File: config.mk
export PLATFORM = sky130hd
export DESIGN_NAME = gg_code_loader
export DESIGN_NICKNAME = d
export VERILOG_FILES = /design/src/rtl/gg_code_loader.sv
export SDC_FILE = /design/constraint.sdc
export NUM_CORES = 1
export LEC_CHECK = 0
export BUFFER_PORTS_ARGS = -buffer_cell sky130_fd_sc_hd__buf_2
export CORE_MARGIN = 2
export CORE_UTILIZATION = 50
export CTS_BUF_LIST = sky130_fd_sc_hd__clkbuf_2
export CTS_CLUSTER_SIZE = 10
export DETAILED_ROUTE_END_ITERATION = 8
export PLACE_DENSITY = 0.75
export SLEW_MARGIN = 20
export SYNTH_ARGS = -nofsm -noshare
export SYNTH_HDL_FRONTEND = slang
export SYNTH_SLANG_ARGS = --single-unit
File: constraint.sdc
create_clock -name clk -period 5.5 [get_ports clk]
set_input_delay 0.55 -clock clk [delete_from_list [all_inputs] [get_ports clk]]
set_output_delay 0.55 -clock clk [all_outputs]
set_load 0.05 [all_outputs]
File: src/rtl/gg_code_loader.sv
// gg_code_loader: turns ASCII Game Genie codes from the ioctl download stream into 38-bit geniecodes words.
// Optional feature macro GG_LOADER_LOWERCASE_EN: lowercase a..z decode the same as uppercase.
`default_nettype none

module gg_code_loader #(
    parameter int MAX_CODES = 9
) (
    input  logic        clk,
    input  logic        reset_n,
    input  logic        extra_codes,
    input  logic        ioctl_download,
    input  logic        ioctl_wr,
    input  logic [7:0]  ioctl_dout,
    output logic [37:0] code,
    output logic [3:0]  code_count,
    output logic        busy,
    output logic        err_format,
    output logic        err_overflow
);

    typedef enum logic [1:0] {IDLE, CLEAR, COLLECT, EMIT} state_t;

    localparam logic [3:0] LAST_SLOT = 4'(MAX_CODES - 1);
    localparam logic [3:0] FULL_CAP  = 4'(MAX_CODES);

    state_t      state, state_d;
    logic        download_q;
    logic        rise;
    logic [3:0]  clr_idx;
    logic [3:0]  letter_cnt;
    logic [3:0]  capacity;
    logic        code_bad;
    logic        hold_valid;
    logic [7:0]  hold_byte;
    logic [3:0]  nib [8];
    logic [37:0] code_d;

    logic [7:0]  in_byte;
    logic [4:0]  in_letter;
    logic        long_code;
    logic [14:0] dec_addr;
    logic [7:0]  dec_cmp;
    logic [7:0]  dec_rep;

    logic letter_take, set_bad, fmt_drop, emit_fire, ovf_set, hold_load, hold_take;

    // {valid, value}: position of the letter in the Genie alphabet APZLGITYEOXUKSVN.
    function automatic logic [4:0] letter_lookup(input logic [7:0] b);
        logic [7:0] u;
        u = b;
`ifdef GG_LOADER_LOWERCASE_EN
        if (b >= "a" && b <= "z") u = b - 8'h20;
`endif
        case (u)
            "A": return 5'h10;
            "P": return 5'h11;
            "Z": return 5'h12;
            "L": return 5'h13;
            "G": return 5'h14;
            "I": return 5'h15;
            "T": return 5'h16;
            "Y": return 5'h17;
            "E": return 5'h18;
            "O": return 5'h19;
            "X": return 5'h1A;
            "U": return 5'h1B;
            "K": return 5'h1C;
            "S": return 5'h1D;
            "V": return 5'h1E;
            "N": return 5'h1F;
            default: return 5'h00;
        endcase
    endfunction

    function automatic logic is_separator(input logic [7:0] b);
        return b inside {8'h00, 8'h0A, 8'h0D, 8'h20, 8'h2C};
    endfunction

    assign rise      = ioctl_download && !download_q;
    assign busy      = (state != IDLE);
    assign in_byte   = hold_valid ? hold_byte : ioctl_dout;
    assign in_letter = letter_lookup(in_byte);
    assign long_code = (letter_cnt == 4'd8);

    // Genie bit scramble; the final letter supplies replace bit 3.
    assign dec_addr = {nib[3][2:0], nib[4][3], nib[5][2:0], nib[1][3],
                       nib[2][2:0], nib[3][3], nib[4][2:0]};
    assign dec_rep  = {nib[0][3], nib[1][2:0], (long_code ? nib[7][3] : nib[5][3]), nib[0][2:0]};
    assign dec_cmp  = {nib[6][3], nib[7][2:0], nib[5][3], nib[6][2:0]};

    always_ff @(posedge clk or negedge reset_n) begin
        if (!reset_n) state <= IDLE;
        else          state <= state_d;
    end

    always_comb begin
        // NOTE: every output of this block gets a default first, so no path can infer a latch.
        state_d     = state;
        code_d      = '0;
        letter_take = 1'b0;
        set_bad     = 1'b0;
        fmt_drop    = 1'b0;
        emit_fire   = 1'b0;
        ovf_set     = 1'b0;
        hold_load   = 1'b0;
        hold_take   = 1'b0;
        if (rise) begin
            state_d = CLEAR;
            code_d  = {1'b1, 4'd0, 33'd0};
        end else begin
            case (state)
                IDLE: ;
                CLEAR: begin
                    code_d = {1'b1, clr_idx, 33'd0};
                    if (clr_idx == LAST_SLOT) state_d = COLLECT;
                    if (ioctl_wr) begin
                        if (hold_valid) ovf_set   = 1'b1;
                        else            hold_load = 1'b1;
                    end
                end
                COLLECT: begin
                    if (hold_valid || ioctl_wr) begin
                        hold_take = hold_valid;
                        hold_load = hold_valid && ioctl_wr;
                        if (in_letter[4]) begin
                            if (letter_cnt == 4'd8) set_bad     = 1'b1;
                            else                    letter_take = 1'b1;
                        end else if (is_separator(in_byte)) begin
                            if (code_bad)                                      fmt_drop = 1'b1;
                            else if (letter_cnt == 4'd6 || letter_cnt == 4'd8) state_d  = EMIT;
                            else if (letter_cnt != 4'd0)                       fmt_drop = 1'b1;
                        end else begin
                            set_bad = 1'b1;
                        end
                    end else if (!ioctl_download) begin
                        // End of download: flush a complete pending code, otherwise finish.
                        if (!code_bad && (letter_cnt == 4'd6 || letter_cnt == 4'd8)) begin
                            state_d = EMIT;
                        end else begin
                            fmt_drop = code_bad || (letter_cnt != 4'd0);
                            state_d  = IDLE;
                        end
                    end
                end
                EMIT: begin
                    if (code_count == capacity) begin
                        ovf_set = 1'b1;
                    end else begin
                        emit_fire = 1'b1;
                        code_d    = {1'b1, code_count, 1'b1, long_code, dec_addr,
                                     (long_code ? dec_cmp : 8'h00), dec_rep};
                    end
                    state_d = ioctl_download ? COLLECT : IDLE;
                end
            endcase
        end
    end

    // NOTE: non-blocking assignments throughout, so every register samples pre-edge values.
    always_ff @(posedge clk or negedge reset_n) begin
        if (!reset_n) begin
            download_q   <= 1'b0;
            code         <= '0;
            code_count   <= '0;
            clr_idx      <= '0;
            letter_cnt   <= '0;
            code_bad     <= 1'b0;
            capacity     <= 4'd3;
            err_format   <= 1'b0;
            err_overflow <= 1'b0;
            hold_valid   <= 1'b0;
            hold_byte    <= '0;
        end else begin
            download_q <= ioctl_download;
            code       <= code_d;
            if (rise) begin
                code_count   <= '0;
                clr_idx      <= 4'd1;
                letter_cnt   <= '0;
                code_bad     <= 1'b0;
                err_format   <= 1'b0;
                err_overflow <= 1'b0;
                capacity     <= extra_codes ? FULL_CAP : 4'd3;
                hold_valid   <= ioctl_wr;
                hold_byte    <= ioctl_dout;
            end else begin
                if (state == CLEAR) clr_idx <= clr_idx + 4'd1;
                if (hold_load) begin
                    hold_valid <= 1'b1;
                    hold_byte  <= ioctl_dout;
                end else if (hold_take) begin
                    hold_valid <= 1'b0;
                end
                if (ovf_set)     err_overflow <= 1'b1;
                if (letter_take) letter_cnt   <= letter_cnt + 4'd1;
                if (set_bad)     code_bad     <= 1'b1;
                if (fmt_drop || state == EMIT) begin
                    letter_cnt <= '0;
                    code_bad   <= 1'b0;
                end
                if (fmt_drop)  err_format <= 1'b1;
                if (emit_fire) code_count <= code_count + 4'd1;
            end
        end
    end

    // NOTE: the letter registers are plain storage qualified by letter_cnt, so they carry no reset.
    always_ff @(posedge clk) begin
        if (letter_take) nib[letter_cnt[2:0]] <= in_letter[3:0];
    end

endmodule

`default_nettype wire
==> results.cfg <==
[run_status]
status = finished clean

[global_route]
grt_max_degree = 68
grt_use_total_pct = 18.38
antenna_found_initial = 0
grt_overflow_total = 0
grt_pass1_wl_mm = 13.04
grt_pass1_vias = 2790

[cts]
cts_setup_buffers = 0
holdBufCountCts = 0
cts_tree = built
h-tree-depth = 3
worstSkewPairLatency_ns = 0.53
cts.sinks = 98
cts_resized = 0
cts-root-buf = clkbuf_2
clk_pin_slew_ns = 0.29
cts_buffer_depth = 2
numCtsBuffers = 9

[sta]
fin_crit_ns = 3.265
finalHoldViolCount = 0
maxSlewViolCount = 0
worst_slack_ns = 2.235
max_clock_freq_mhz = 306.3
post-route-period-util_pct = 59.37
fin_skew_ns = 0.02897
relSlewSlack_pct = 36.14
setup_tns_ns = 0
setup_viol = 0
worst_slew_pin_slew_ns = 0.9479
rsz0062_at_grt = false

[cells_and_area]
layout-drive-gt1-share_pct = 20.95
fin_cells = 525
insertedDiodeCount = 0
finish.net_count = 438
synthToLayoutAreaGrowth_pct = 10.89

[critical_path]
endpoint_kind = flop
rr_worst_depth = 6
r2r_start = hold_valid
cp.required_ns = 5.71
start_kind = flop
r2r_setup_slack_ns = 2.23
crit_arrival_ns = 3.48
crit_type = flop to flop
rr_endpoint = nib[0][2]
cp_max_fo = 29

[power]
worst_ir_drop_vdd_mv = 0.2107
pwr-share-seq_pct = 47.4
p_switching_uw = 878.0
clkPwrFrac_pct = 15.8
combPwrFrac_pct = 36.8
finalPower_uw = 2065
sw_frac_of_total_pct = 42.53
p_per_area_nw_per_um2 = 436.8
leakagePower_uw = 0.002177
internal_power_uw = 1187

[drt]
drt_first_pass_iters = 5
ant_nets = 0
met2_length_mm = 3.895
wl_met3_um = 368
wl_met1_mm = 3.679
remaining_drc_errors = 0
totalWireLength_mm = 8.023
via_count = 2941
wl_per_cell_um = 15.28
drtIter0Drc = 123
top_layer = met4
vias_per_cell = 5.602

[place]
portBuffers = 57
gp_congestion = 0.9343
place_inst = 509
hpwl_mm = 5.535
dp_slack_ns = 2.296

[floorplan]
floorplan.initialDensity_pct = 51.62
die_w_um = 96.34
design.die.area_um2 = 9280
placementRows = 33
ios = 58
die_h_um = 96.34
core_area_um2 = 8258

[yosys]
synth_seq_area_share_pct = 61.20
syn_avg_cell_area_um2 = 11.74
synth_seq_cells = 98
syn_area_um2 = 4263
syn-num-nets = 386
netlist_instances = 363
synthDistinctLibCells = 63
async_flop_share_pct = 68.37
synth_edf_count = 31
synth_flop_cell = dfrtp_1
yosysWarningCount = 0

[min_path]
hold_class = input pin to asynchronous set/reset pin

[job]
maxCapViolations = 0
## worst max path at each step
stage                  startpoint  cells past startpoint        end
global route           hold_valid                      6  nib[0][0]
finish                 hold_valid                      6  nib[0][2]
CTS                    hold_valid                      6  nib[0][1]
detailed placement     hold_valid                      6  nib[0][1]
floorplan           ioctl_dout[1]                      6  nib[0][0]
global placement       hold_valid                      6  nib[0][0]
## state kept, by name, indices dropped and copies added, names as in the netlist, 2 cells and up
signal and flops:
capacity 2, hold_byte 8, state 2, letter_cnt 4, clr_idx 4, code_count 4, code 38, nib 31
## per-stage QoR
| step | util [%] | hold slack [ns] | area (um2) |
|---|---|---|---|
| final | 57.24 | 0.1367 | 4727 |
| after global routing | 57.24 | 0.09171 | 4727 |
| after CTS | 57.24 | 0.1357 | 4727 |
| after detailed placement | 55.97 | 0.4392 | 4622 |
| after global placement | 55.97 | 0.4393 | 4622 |
| after floorplan | - | 0.2544 | 4263 |
## critical path, cell delays in order, from the launching register on
cell,delay [ns]
dfrtp_1,0.92
inv_2,0.17
a31oi_1,0.49
o21ai_0,0.30
o221ai_1,0.39
nand4_1,0.25
nor3_1,0.45
## power groups by stage
stage          combinational [uW]  sequential, uW  clock, uW
6_report                      760             979        326
2_1_floorplan                 447            1130          0
5_1_grt                       839            1000        368
3_5_place_dp                  757             994          0
4_1_cts                       762             979        335
3_3_place_gp                  742             992          0
## routing by layer
layer | GRT usage [%] | vias to the layer above
met5 | 0 | -
met4 | 6.338 | 0
met3 | 3.915 | 10
met2 | 30.21 | 86
met1 | 24.29 | 1446
li1 | - | 1399
## synth_stat cells (2+ instances only)
master     n  area, um2
and2_1    26      162.7
nor3_1     6      30.03
xor2_1     4      35.03
o22ai_1    3      18.77
o21ai_1    2      10.01
clkbuf_1  15      56.30
or2_2      2      12.51
edfxtp_1  31      930.9
nand3b_1   3      22.52
mux2i_1    5      50.05
a22oi_1    4      30.03
mux2_2     7      78.83
o21ai_0   14      70.07
a21oi_1   13      65.06
and3_1    12      75.07
nor4_1     2      12.51
a221oi_1   2      17.52
nor2_1    29      108.9
nor3b_1    3      22.52
nand2b_1   3      18.77
nand4_1    5      31.28
inv_1     13      48.80
and3b_1    3      26.28
o31a_1     2      17.52
a31oi_1    4      25.02
nand3_1    7      35.03
o31ai_1    4      30.03
or4_1      2      15.01
ha_1      10      125.1
nand2_1   24      90.09
xnor2_1    5      43.79
dfrtp_1   66       1652
nor2b_1    2      12.51
## cells in the final DEF, fill, tap and decap left out, drive strengths merged, types with 5 or more instances in the layout
cell type  netlist  final
and3            12     12
ha              10     10
nor2            29     29
edfxtp          31     31
dfrtp           66     66
nand4            5      5
nor3             6      6
xnor2            5      5
inv             14     18
a21oi           13     13
buf              3     59
mux2             7      7
mux2i            5      5
o21ai           16     16
and2            26     26
nand2           24     24
nand3            7      7
clkbuf          15     10
## cell type report
class / count / area [um2]
Timing Repair Buffer: 59 / 300.3
Multi-Input combinational cell: 233 / 1529
Clock buffer: 10 / 50.05
Sequential cell: 98 / 2609
Fill cell: 721 / 3531
Inverter: 14 / 52.55
Tap cell: 105 / 131.4
Clock inverter: 6 / 55.05
## logic make-up (layout without fill, tap and decap cells)
group,Yosys count,in the layout,share of synthesized area [%]
compound gates,66,66,10.71
xor+xnor,9,9,1.849
simple gates,136,136,17.35
buf+inv,32,89,2.935
flops,98,98,61.20
fa+ha+maj,10,10,2.935
mux,12,12,3.023
Note: power is estimated with default switching activity, not from simulation.
